## config.mk

```make
export PLATFORM = sky130hd
export DESIGN_NAME = uart_rx
export DESIGN_NICKNAME = d
export VERILOG_FILES = /design/src/rtl/uart_rx.sv
export SDC_FILE = /design/constraint.sdc
export NUM_CORES = 1
export LEC_CHECK = 0
export CAP_MARGIN = 5
export CORE_MARGIN = 2
export CORE_UTILIZATION = 38
export DETAILED_ROUTE_END_ITERATION = 8
export GPL_TIMING_DRIVEN = 0
export PLACE_DENSITY = 0.55
export SLEW_MARGIN = 20
export SYNTH_ARGS = -nofsm -noshare
export SYNTH_HDL_FRONTEND = slang
export SYNTH_SLANG_ARGS = --single-unit
```

## constraint.sdc

```tcl
create_clock -name clk -period 6.3 [get_ports clk]
set_clock_uncertainty 0.05 [all_clocks]
set_input_delay 1.89 -clock clk [delete_from_list [all_inputs] [get_ports clk]]
set_output_delay 1.89 -clock clk [all_outputs]
set_load 0.005 [all_outputs]
```

## src/rtl/uart_rx.sv

```systemverilog
`timescale 1ns/1ps
// uart_rx: 8N1 UART receiver with 16x oversampling and a 3-sample majority vote.
// Bytes are delivered through a one-entry holding register with a valid/ready handshake.
module uart_rx #(
    parameter int TICK_DIV   = 54,
    parameter int OVERSAMPLE = 16
) (
    input  logic       clk,
    input  logic       reset,
    input  logic       rx,
    output logic [7:0] rx_data,
    output logic       rx_valid,
    input  logic       rx_ready,
    output logic       frame_err,
    output logic       overrun,
    output logic       busy
);
    localparam int TW = (TICK_DIV > 1) ? $clog2(TICK_DIV) : 1;

    typedef enum logic [2:0] {IDLE, START, DATA, STOP, BREAK} state_t;

    state_t      r_state;
    state_t      w_nextState;
    logic        r_sync1;
    logic        r_sync2;
    logic [TW-1:0] r_tickCnt;
    logic [3:0]  r_bcnt;
    logic [2:0]  r_bitIdx;
    logic [7:0]  r_shift;
    logic        r_s7;
    logic        r_s8;
    logic [7:0]  r_data;
    logic        r_valid;
    logic        r_overrun;
    logic        r_frameErr;

    logic        w_rxs;
    logic        w_tick;
    logic        w_decide;
    logic        w_bitEnd;
    logic        w_maj;
    logic        w_goodStop;
    logic        w_badStop;
    logic        w_xfer;

    assign w_rxs      = r_sync2;
    assign w_tick     = (r_tickCnt == TW'(TICK_DIV - 1));
    assign w_decide   = w_tick && (r_bcnt == 4'd9);
    assign w_bitEnd   = w_tick && (r_bcnt == 4'(OVERSAMPLE - 1));
    assign w_maj      = (r_s7 & r_s8) | (r_s7 & w_rxs) | (r_s8 & w_rxs);
    assign w_goodStop = (r_state == STOP) && w_decide && w_maj;
    assign w_badStop  = (r_state == STOP) && w_decide && !w_maj;
    assign w_xfer     = r_valid && rx_ready;

    always_ff @(posedge clk or posedge reset) begin
        if (reset) begin
            r_sync1   <= 1'b1;
            r_sync2   <= 1'b1;
            r_tickCnt <= '0;
        end else begin
            r_sync1   <= rx;
            r_sync2   <= r_sync1;
            r_tickCnt <= w_tick ? '0 : r_tickCnt + 1'b1;
        end
    end

    always_ff @(posedge clk or posedge reset) begin
        if (reset) begin
            r_state <= IDLE;
        end else begin
            r_state <= w_nextState;
        end
    end

    // The good-stop decision returns to IDLE mid stop bit so back-to-back frames resync.
    always_comb begin
        w_nextState = r_state;
        case (r_state)
            IDLE:    if (w_tick && !w_rxs) w_nextState = START;
            START: begin
                if (w_decide && w_maj) w_nextState = IDLE;
                else if (w_bitEnd)     w_nextState = DATA;
            end
            DATA:    if (w_bitEnd && (r_bitIdx == 3'd7)) w_nextState = STOP;
            STOP:    if (w_decide) w_nextState = w_maj ? IDLE : BREAK;
            BREAK:   if (w_tick && w_rxs) w_nextState = IDLE;
            default: w_nextState = IDLE;
        endcase
    end

    // The IDLE detection tick counts as bcnt 0, so START continues from 1.
    always_ff @(posedge clk or posedge reset) begin
        if (reset) begin
            r_bcnt   <= 4'd0;
            r_bitIdx <= 3'd0;
            r_shift  <= 8'h00;
            r_s7     <= 1'b1;
            r_s8     <= 1'b1;
        end else if (w_tick) begin
            if (r_state == IDLE) begin
                r_bcnt   <= 4'd1;
                r_bitIdx <= 3'd0;
            end else begin
                r_bcnt <= r_bcnt + 4'd1;
            end
            if (r_bcnt == 4'd7) r_s7 <= w_rxs;
            if (r_bcnt == 4'd8) r_s8 <= w_rxs;
            if ((r_state == DATA) && (r_bcnt == 4'd9)) r_shift <= {w_maj, r_shift[7:1]};
            if ((r_state == DATA) && w_bitEnd) r_bitIdx <= r_bitIdx + 3'd1;
        end
    end

    always_ff @(posedge clk or posedge reset) begin
        if (reset) begin
            r_data     <= 8'h00;
            r_valid    <= 1'b0;
            r_overrun  <= 1'b0;
            r_frameErr <= 1'b0;
        end else begin
            r_frameErr <= w_badStop;
            if (w_goodStop && (!r_valid || rx_ready)) begin
                r_data  <= r_shift;
                r_valid <= 1'b1;
            end else if (w_xfer) begin
                r_valid <= 1'b0;
            end
            // A byte completing into a full, unconsumed register is dropped.
            if (w_xfer) begin
                r_overrun <= 1'b0;
            end else if (w_goodStop && r_valid) begin
                r_overrun <= 1'b1;
            end
        end
    end

    always_comb begin
        rx_data   = r_data;
        rx_valid  = r_valid;
        overrun   = r_overrun;
        frame_err = r_frameErr;
        busy      = (r_state != IDLE);
    end
endmodule
```

==> metrics.txt <==
clock slew seen by the registers of the worst setup and hold paths 70 ps; Worst Setup Path Type reg2out; top post-synthesis cells by area dfrtp_1 (48%), mux2_4 (6.6%), mux2_2 (6.2%); post-synthesis register bit count 39; initial DRC count 56; setup bufs post-CTS 0; DR vias 1131; highest-count cells in the layout ignoring fill and taps dfrtp_1 (35), clkdlybuf4s50_1 (15), nor2_1 (11); Die ar. 5347 µm²; fraction of registers with async set/reset 100.0%; Die Height 73.12 µm; gr usage total 13.37%; Overflow after GRT 0; H-tree depth 2; post-synth top area cell dfrtp_1; Initial Util 38.95%; # setup viols final 0; Final HPWL DP 2289 µm; final WL 3085 µm; final hold vios 0; CTS resizes 0; Net Count, Synth 157; first-pass GRT wire length 5416 µm; Slew headroom 61.73%; commonest non-fill, non-tap cell in the layout dfrtp_1; Max Cap Violations 0; CP endpoint kind output port; min Tclk post-route 4003 ps; unique cell type count in the Yosys netlist 38; CTS Hold Buffers Added 0; sequential fraction of the synthesis area 54.03%; layout overhead on the synthesized area 20.81%; Post-synth EDFFs 0; WP data required 4360 ps; final instance count without filler cells 224; CTS max path bufs 2; setup TNS 0 ps; Pwr Density 230.6 nW/µm²; CP cell instances bufbuf_16 > nor3_1 > inv_1 > clkdlybuf4s50_1; per-cell routed wire length 13.77 µm; Nets 180; Synth Warn # 0; startpoint types register; Most used DFF post-synth dfrtp_1; drt via density 5.049; CP arrival 2060 ps; Crit Path Max Fanout 9; first-pass detailed-route iteration total 4; reg2reg setup slack 4070 ps; fin util 47.06%; cts bufs inserted 5; Pleak 1.005 nW; largest net degree at the start of global routing 22; Cell Area, Synth 1815 µm²; layout cells sized above 1 24.71%; status finished, final reports clean; Peak Freq 0.2498 GHz; Worst Hold Class reg2reg; Slowest cell on crit path nor3_1; remaining antenna violation count 0; clock sinks 39; Max stage delay on crit path 490 ps; RSZ-0062 raised after global routing false; dpl cells 216; Synth Instances 146; Core Rows 25; Final period util 63.54%; Core ar. 4661 µm²; die width 73.12 µm; measured slew at the worst slew-check pin 569.7 ps; Buffers on Ports 15; Root Buffer clkbuf_8; # diodes 0; RePlAce Congestion 0.7927; CTS tree yes; Final Slew Violations 0; IR drop worst, VDD 0.0001065 V; initial antenna violation count 0; clock insertion delay at the later pin of the skew report 280 ps; share of Yosys cell area claimed by the top area cell type 48.24%; IO Pins 16; drc violations 0; number of global-route vias before repair 1169; Post-Syn Area per Cell 12.43 µm²
[per-layer routing]
metal	vias up	part of all wire [%]	global-route usage [%]
li1	558	-	-
met1	554	47	16.59
met2	17	50	21.82
met3	2	2.3	2.901
met4	0	0.75	6.790
met5	-	0	0
[area by class of cell]
type,instances,area (µm²)
clock buffers,6,72.57
multi-input cells,94,747.0
plain buffers,5,57.56
clock inverters,2,60.06
inverters,8,30.03
repair buffers,16,177.7
well taps,54,67.56
fillers,417,2467
flip-flops and latches,39,980.9
[sequential cells by signal, indices dropped and copies added, names as in the netlist]
signal and flops:
r_tickCnt 6, r_state 3, overrun 1, rx_valid 1, r_s7 1, frame_err 1, r_sync1 1, r_sync2 1
r_s8 1, r_bitIdx 3, r_shift 8, r_bcnt 4, rx_data 8
[metrics by stage]
step	total power, W	worst slack, ps	hold WS [ps]	cell area (µm²)
floorplan	0.0002620	3257	295.2	1815
CTS	0.0005130	2255	312.3	2193
detailed placement	0.0002692	2585	301.6	2061
finish	0.0005057	2297	310.0	2193
global placement	0.0002663	2588	296.1	2033
global route	0.0005238	2141	314.4	2193
[worst max-delay path: cells and delay by family (launching register included)]
family / cells / cell delay (ps)
buf+inv: 3 / 930
flops: 1 / 360
simple gates: 1 / 490
[report_power, final]
group          leakage [nW]   total, W  switching (W)  internal (W)
registers             0.515   0.000253    0.000000807      0.000252
logic                 0.424  0.0000110     0.00000611    0.00000490
clock network        0.0654   0.000242      0.0000837      0.000158
total                  1.00   0.000506      0.0000906      0.000415
[kinds of logic (layout without fill, tap and decap cells)]
| logic type | Yosys count | after routing | share of synthesized area [%] |
|---|---|---|---|
| fa+ha+maj | 8 | 8 | 5.375 |
| mux | 18 | 18 | 12.82 |
| buf+inv | 13 | 37 | 4.824 |
| compound gates | 18 | 18 | 6.410 |
| xor+xnor | 4 | 4 | 1.930 |
| flops | 39 | 39 | 54.03 |
| simple gates | 46 | 46 | 14.61 |
[path summary, 6_finish.rpt]
path	startpoint	to	cells past startpoint
max	r_state[1]	busy	4
min	r_sync1	r_sync2	0
max reg2reg	r_bcnt[1]	rx_data[5]	6
min reg2reg	r_sync1	r_sync2	0
max in group asynchronous	reset	r_tickCnt[3]	3
min in group asynchronous	reset	rx_data[6]	2
[synthesized netlist by cell type, types with 2 or more instances]
cell      number
a21oi_1        3
dfrtp_1       35
inv_1          8
dfstp_2        4
nand2_1        6
xnor2_1        2
nand2b_1       3
a31o_2         2
nor2_1        11
nand3_1       10
buf_2          2
o21ai_0        8
nand4b_1       3
ha_1           7
xor2_1         2
mux2_2        10
nor3_1         2
mux2_4         8
No activity file was read; power rests on OpenSTA's default activity.
